**src/rtl/traffic_pkg.sv**
```systemverilog
// Shared types and helpers for the traffic-light controller timing blocks.
package traffic_pkg;

    typedef enum logic [0:0] {IDLE, RUN} cd_state_t;

    localparam logic [3:0] BCD_MAX = 4'd9;

    // Saturate an arbitrary nibble into the legal BCD range.
    function automatic logic [3:0] bcd_clamp(input logic [3:0] nibble);
        return (nibble > BCD_MAX) ? BCD_MAX : nibble;
    endfunction

endpackage

```
**src/rtl/bcd_countdown_if.sv**
```systemverilog
// Control/status bundle between the phase controller and the BCD countdown timer.
interface bcd_countdown_if #(
    parameter int unsigned DIGITS = 2
);
    logic                  load;
    logic [4*DIGITS-1:0]   preset;
    logic                  tick;
    logic                  hold;
    logic [4*DIGITS-1:0]   q;
    logic                  running;
    logic                  done;
    logic                  bo;

    modport master (
        output load, preset, tick, hold,
        input  q, running, done, bo
    );

    modport slave (
        input  load, preset, tick, hold,
        output q, running, done, bo
    );
endinterface

```
**src/rtl/bcd_down_digit.sv**
```systemverilog
// One BCD digit of the down-counter: synchronous load, decrement with wrap 0 -> 9.
module bcd_down_digit
    import traffic_pkg::*;
(
    input  logic       clk,
    input  logic       rstn,
    input  logic       dec,
    input  logic       ld,
    input  logic [3:0] d,
    output logic [3:0] Q,
    output logic       BO
);

    // Digit register: load wins over decrement.
    always_ff @(posedge clk or negedge rstn) begin
        if (!rstn) begin
            Q <= 4'd0;
        end else if (ld) begin
            Q <= d;
        end else if (dec) begin
            Q <= (Q == 4'd0) ? BCD_MAX : Q - 4'd1;
        end
    end

    // Borrow into the next more-significant digit.
    assign BO = dec & (Q == 4'd0);

endmodule

```
**src/rtl/bcd_countdown.sv**
```systemverilog
// Multi-digit BCD phase timer: load, pause, count down on tick, pulse done at 00.
module bcd_countdown
    import traffic_pkg::*;
#(
    parameter int unsigned DIGITS = 2
) (
    input  logic           clk,
    input  logic           rstn,
    bcd_countdown_if.slave bus
);

    localparam int unsigned W = 4 * DIGITS;

    cd_state_t         state_q, state_d;
    logic              done_q, done_d;
    logic [W-1:0]      preset_clamped;
    logic [DIGITS:0]   borrow;
    logic              qual_tick;
    logic              preset_nz;
    logic              at_one;

    assign qual_tick = (state_q == RUN) & bus.tick & ~bus.hold & ~bus.load;
    assign borrow[0] = qual_tick;
    assign preset_nz = (preset_clamped != '0);
    assign at_one    = (bus.q == W'(1));

    for (genvar i = 0; i < DIGITS; i++) begin : g_digit
        assign preset_clamped[4*i +: 4] = bcd_clamp(bus.preset[4*i +: 4]);

        bcd_down_digit u_digit (
            .clk  (clk),
            .rstn (rstn),
            .dec  (borrow[i]),
            .ld   (bus.load),
            .d    (preset_clamped[4*i +: 4]),
            .Q    (bus.q[4*i +: 4]),
            .BO   (borrow[i+1])
        );
    end

    // State and expiry-pulse registers.
    always_ff @(posedge clk or negedge rstn) begin
        if (!rstn) begin
            state_q <= IDLE;
            done_q  <= 1'b0;
        end else begin
            state_q <= state_d;
            done_q  <= done_d;
        end
    end

    // Next state: a load always (re)starts; the last decrement from 01 expires the phase.
    always_comb begin
        state_d = state_q;
        done_d  = 1'b0;
        if (bus.load) begin
            state_d = preset_nz ? RUN : IDLE;
        end else if (qual_tick && at_one) begin
            state_d = IDLE;
            done_d  = 1'b1;
        end
    end

    assign bus.running = (state_q == RUN);
    assign bus.done    = done_q;
    // Borrow out of the top digit; only reachable if RUN were ever entered at zero.
    assign bus.bo      = borrow[DIGITS];

endmodule
```
**src/flat_wrapper.sv**
```systemverilog
// flat-port wrapper written by rule: the top's interface ports become plain ports
module bcd_countdown_flat import traffic_pkg::*;
#(
    parameter int unsigned DIGITS = 2
)
  (clk, rstn, bus_load, bus_preset, bus_tick, bus_hold, bus_q, bus_running, bus_done, bus_bo);
  bcd_countdown_if #(.DIGITS(DIGITS)) bus_i ();
  input  logic clk;
  input  logic rstn;
  input wire logic [$bits(bus_i.load)-1:0] bus_load;
  input wire logic [$bits(bus_i.preset)-1:0] bus_preset;
  input wire logic [$bits(bus_i.tick)-1:0] bus_tick;
  input wire logic [$bits(bus_i.hold)-1:0] bus_hold;
  output wire logic [$bits(bus_i.q)-1:0] bus_q;
  output wire logic [$bits(bus_i.running)-1:0] bus_running;
  output wire logic [$bits(bus_i.done)-1:0] bus_done;
  output wire logic [$bits(bus_i.bo)-1:0] bus_bo;
  assign bus_i.load = bus_load;
  assign bus_i.preset = bus_preset;
  assign bus_i.tick = bus_tick;
  assign bus_i.hold = bus_hold;
  assign bus_q = bus_i.q;
  assign bus_running = bus_i.running;
  assign bus_done = bus_i.done;
  assign bus_bo = bus_i.bo;
  bcd_countdown #(.DIGITS(DIGITS)) u_core (.clk(clk), .rstn(rstn), .bus(bus_i));
endmodule
```
**config.mk**
```make
export PLATFORM = sky130hd
export DESIGN_NAME = bcd_countdown_flat
export DESIGN_NICKNAME = d
export VERILOG_FILES = /design/src/rtl/traffic_pkg.sv /design/src/rtl/bcd_countdown_if.sv /design/src/rtl/bcd_down_digit.sv /design/src/rtl/bcd_countdown.sv /design/src/flat_wrapper.sv
export SDC_FILE = /design/constraint.sdc
export NUM_CORES = 1
export LEC_CHECK = 0
export ABC_AREA = 1
export CAP_MARGIN = 40
export CORE_MARGIN = 2
export CORE_UTILIZATION = 35
export CTS_BUF_LIST = sky130_fd_sc_hd__clkbuf_8 sky130_fd_sc_hd__clkbuf_16
export DETAILED_ROUTE_END_ITERATION = 8
export PLACE_DENSITY = 0.66
export SKIP_LAST_GASP = 1
export SLEW_MARGIN = 20
export SYNTH_ARGS = -nofsm -noshare
export SYNTH_HDL_FRONTEND = slang
export SYNTH_SLANG_ARGS = --single-unit
```
**constraint.sdc**
```tcl
create_clock -name clk -period 1.7 [get_ports clk]
set_input_delay 0.255 -clock clk [delete_from_list [all_inputs] [get_ports clk]]
set_output_delay 0.255 -clock clk [all_outputs]
set_load 0.02 [all_outputs]
```
# After elaboration in Yosys (flattened, before gate mapping)
# Cells that the tools add are included.
dict set report word_totals {
  reg_bits 10
  in_bits 13
  latchBits 0
  mem_count 0
  mem_bits_rw 0
  mem_bits_ro 0
  output_inout_bits 11
  wordCells 36
}
dict set report classes {
  n_bitwise 7
  mux 13
  mul 0
  add_sub_neg 2
  n_eq_ne 1
  shift 0
  order_cmp 2
  div 0
  reduce_logical 7
}
# cell count
set op_table {}
lappend op_table {{$mux W4} 8}
lappend op_table {{$eq A8 B1 Y1 const B} 1}
lappend op_table {{$gt A4 B4 Y1 const B} 2}
lappend op_table {{$logic_not A4 Y1} 2}
lappend op_table {{$reduce_bool A8 Y1} 1}
lappend op_table {{$sub A4 B1 Y4 const B} 2}
lappend op_table {{$reduce_bool A2 Y1} 3}
lappend op_table {{$and A1 B1 Y1} 5}
lappend op_table {{$mux W1} 5}
lappend op_table {{$not A1 Y1} 2}
lappend op_table {{$logic_and A1 B1 Y1} 1}

# Longest topological paths before layout
dict set report logic_depth {
  word_depth 6
  ltp_mapped 8
  ltp_nobuf 8
}

# Modules after synthesis
# Synthesis repeated with hierarchy kept, for this count alone.
dict set report unflattened {
  cells_unflattened 119
  area_unflattened_um2 740.7
}
# module area_per_inst_um2 seq_area_each_um2 instances cells_each
set by_module_without_submodules {}
lappend by_module_without_submodules {bcd_down_digit 244.0 100.1 2 37}
lappend by_module_without_submodules {bcd_countdown 252.7 50.0 1 45}

# Worst setup path after synthesis
# No wires, ideal clock.
dict set report synth_path {
  path_kind {reg-to-output}
  start {register u_core.g_digit[1].u_digit.Q[1]}
  end {output bus_bo}
  path_stages_with_launch 5
  t_required_ps 1445
  n_path_buf 0
  arrival_time_ps 1026
  path_slack_ps 419
  cell_sequence {dfrtp_1 -> nor2_2 -> and2_1 -> nand3_2 -> inv_1}
}
dict set report synth_via {
  elab_chain_cells 2
}
# element line_no
set synth_lines {}
lappend synth_lines {{start: declaration} bcd_down_digit.sv:10} ;# output logic [3:0] Q,
lappend synth_lines {{start signal: assignment} bcd_down_digit.sv:21} ;# Q <= (Q == 4'd0) ? BCD_MAX : Q - 4'd1;
lappend synth_lines {{$logic_not A4 Y1} bcd_down_digit.sv:26} ;# assign BO = dec & (Q == 4'd0);
lappend synth_lines {{$and A1 B1 Y1} bcd_down_digit.sv:26}
lappend synth_lines {{end: declaration} flat_wrapper.sv:17} ;# output wire logic [$bits(bus_i.bo)-1:0] bus_bo;
# Every way passes these cells.

# Final worst setup path
dict set report layout_path {
  start {register u_core.g_digit[0].u_digit.Q[0]}
  end {output bus_q[0]}
}
# element line_no
set layout_lines {}
lappend layout_lines {{start: declaration} bcd_down_digit.sv:10}
lappend layout_lines {{start signal: assignment} bcd_down_digit.sv:21}
lappend layout_lines {{end: declaration} flat_wrapper.sv:14} ;# output wire logic [$bits(bus_i.q)-1:0] bus_q;
# No word-level cell between the ends.

==> summary.txt <==
Floorplanning
  – I/O pin cnt: 24
  – Die Outline Area: 2550 sq um
  – Initial core utilization: 37.8%
  – Die width: 50.5 um
  – Core ar.: 2000 sq um
  – Cell row count: 16
  – Die H: 50.5 um

Final layout
  – Final net count: 167
  – Final Cell Area: 1190 sq um
  – Layout cells sized above 1: 25.0%
  – Fillcell total: 188
  – Non-filler cells, final: 179
  – Leading cell type in the layout, fill and taps excluded: nand2_1
  – Most frequent cells in the layout: nand2_1, clkdlybuf4s50_1, buf_4, inv_1
  – Ant. Diodes: 0
  – Area Overhead vs Synth: 57.6%

Placement
  – Area post-placement: 1140 sq um
  – Post-DP HPWL: 1560 um
  – Port-buffer cells: 23
  – GP Congestion: 0.852
  – Place WS: -304 ps
  – Placed insts: 176

Detailed routing
  – WL final: 1980 um
  – 1st-pass router iterations: 4
  – Met1 Wirelength: 929 um
  – Via Count: 796
  – Routed length on met3: 73 um
  – Top layer in use: met4
  – Drc violations: 0
  – Post-DRT Antenna Nets: 0
  – Routed WL per cell: 11.0 um
  – Initial drt markers: 19
  – Metal2 WL: 918 um
  – Via density: 4.45

Synthesis
  – Synthesis-stage register bit count: 10
  – Syn Area/Cell: 6.93 sq um
  – Cells after Synth: 109
  – EDFF count, synth: 0
  – Ys Warns: 0
  – FFs w/ async S/R, synth: 100%
  – Register area share after synthesis: 33.1%
  – Post-synthesis net count: 122
  – Commonest register cell after synthesis: dfrtp_1
  – Post-Syn Area: 756 sq um
  – Synth cell types: 22

Timing
  – Final WS setup: 99.1 ps
  – F_max: 625 MHz
  – Fin. Hold Viols: 0
  – Final min period: 1600 ps
  – Clock Skew: 2.96 ps
  – Final critical-path share of the clock period: 94.2%
  – Worst slew margin: 67.1%
  – Slew at the pin with the worst max-slew slack: 492 ps
  – RSZ-0062 raised after global routing: no
  – Slew Viols, Final: 0
  – Final setup fails: 0

Clocking
  – Clk sinks: 10
  – CTS Buf Count: 3
  – TritonCTS clock tree: yes
  – Root buffer cell: clkbuf_8
  – Post CTS Setup Buffer Count: 0
  – Worst-path clk slew: 50 ps
  – Htree depth: 1
  – Deepest clock path buffer count: 2
  – # hold bufs at CTS: 0
  – Worst skew pair latency: 230 ps

Critical path
  – Reg2Reg Setup Slack: 480 ps
  – R2r worst-path depth: 7
  – Reg2reg start: u_core.g_digit[0].u_digit.Q[0]
  – WP data arrival: 1350 ps
  – Worst setup path startpoint: u_core.g_digit[0].u_digit.Q[0]
  – Crit-path max FO: 3
  – R2R Path End: u_core.g_digit[1].u_digit.Q[1]
  – Setup CP Type: flip-flop to primary output
  – Startpoint Class: flip-flop
  – End of the critical path: bus_q[0]
  – Setup crit end kind: primary output
  – WP data required: 1440 ps

Global route
  – First-pass GRT wire length: 3120 um
  – Vias in the first global route: 728
  – Pin count of the biggest net entering global routing: 11
  – Overall Global Routing Usage: 16.9%
  – Grt ovf: 0
  – Initial antenna violation count: 0

Hold path
  – Worst hold path class: input port to asynchronous set/reset pin

Flow run
  – Max_cap viols: 0

Pwr
  – Lkg Pwr: 0.621 nW
  – Max VDD drop: 0.559 mV
  – Cell Pwr Density: 760 nW/um^2

Outcome
  – Status: finished clean
-- power by group --
part	leakage [nW]	switching [mW]	internal [mW]
logic	0.477	0.190	0.184
registers	0.123	0.0218	0.266
clock network	0.0216	0.0891	0.155
-- synthesized netlist by cell type, types with 2 or more instances --
cell type,count,area [sq um]
nor2_1,10,37.5
inv_1,13,48.8
a21oi_1,3,15.0
o21ai_0,3,15.0
nand4_1,2,12.5
nand3_2,2,20.0
o211ai_1,2,15.0
nand3_1,5,25.0
nor2_4,5,56.3
dfrtp_1,10,250
inv_2,2,7.51
nand2_1,40,150
nor2_2,3,18.8
-- worst min-delay path by stage --
stage | startpoint | endpoint | slack (ps) | cells past startpoint
after floorplan | rstn | u_core.bus.done | -40 | 0
after global placement | u_core.g_digit[1].u_digit.Q[3] | u_core.g_digit[1].u_digit.Q[3] | 580 | 3
after detailed placement | u_core.g_digit[1].u_digit.Q[2] | u_core.g_digit[1].u_digit.Q[2] | 590 | 3
after CTS | rstn | u_core.g_digit[0].u_digit.Q[1] | 380 | 1
after global routing | rstn | u_core.g_digit[0].u_digit.Q[1] | 400 | 1
final | rstn | u_core.g_digit[0].u_digit.Q[1] | 360 | 1
-- sequential cells by signal, indices dropped and copies added, names as in the netlist --
signal / flops
u_core.bus.running: 1
u_core.g_digit.u_digit.Q: 8
u_core.bus.done: 1
-- metal layers --
| metal | global-route usage, % | vias to the layer above |
|---|---|---|
| met1 | 22.9 | 346 |
| met5 | 0 | - |
| li1 | - | 423 |
| met4 | 12.2 | 0 |
| met2 | 24.8 | 22 |
| met3 | 2.08 | 5 |
-- timing repair --
action                                  4_1_cts  5_1_grt
resized for setup                             3        2
endpoints found under the setup margin        1        1
gates cloned                                  0        0
hold endpoints to repair                      0        0
-- worst max-delay path, cell delays in order, from the launching register on --
cell and delay, ps:
dfrtp_1 390, buf_4 140, clkdlybuf4s50_1 590
-- kinds of logic after synthesis --
group / Yosys count / share of synthesized area (%)
flops: 10 / 33.1
compound gates: 10 / 9.11
buf+inv: 17 / 10.4
simple gates: 72 / 47.4
-- final cells by class --
type	count	area, sq um	area share, %
well taps	27	33.8	2.84
repair buffers	41	372	31.2
multi-input cells	82	427	35.8
inverters	16	67.6	5.67
clock buffers	3	41.3	3.47
flip-flops and latches	10	250	21.0
-- stage by stage --
stage               utilization (%)  setup TNS [ps]  hold slack [ps]  power (mW)
floorplan                         -               0            -40.6       0.473
global placement               57.1            -281              581       0.656
detailed placement             57.1            -304              590       0.666
CTS                            59.3               0              383       0.915
global route                   59.5               0              403       0.967
finish                         59.5               0              355       0.906
Note: power is estimated with default switching activity, not from simulation.
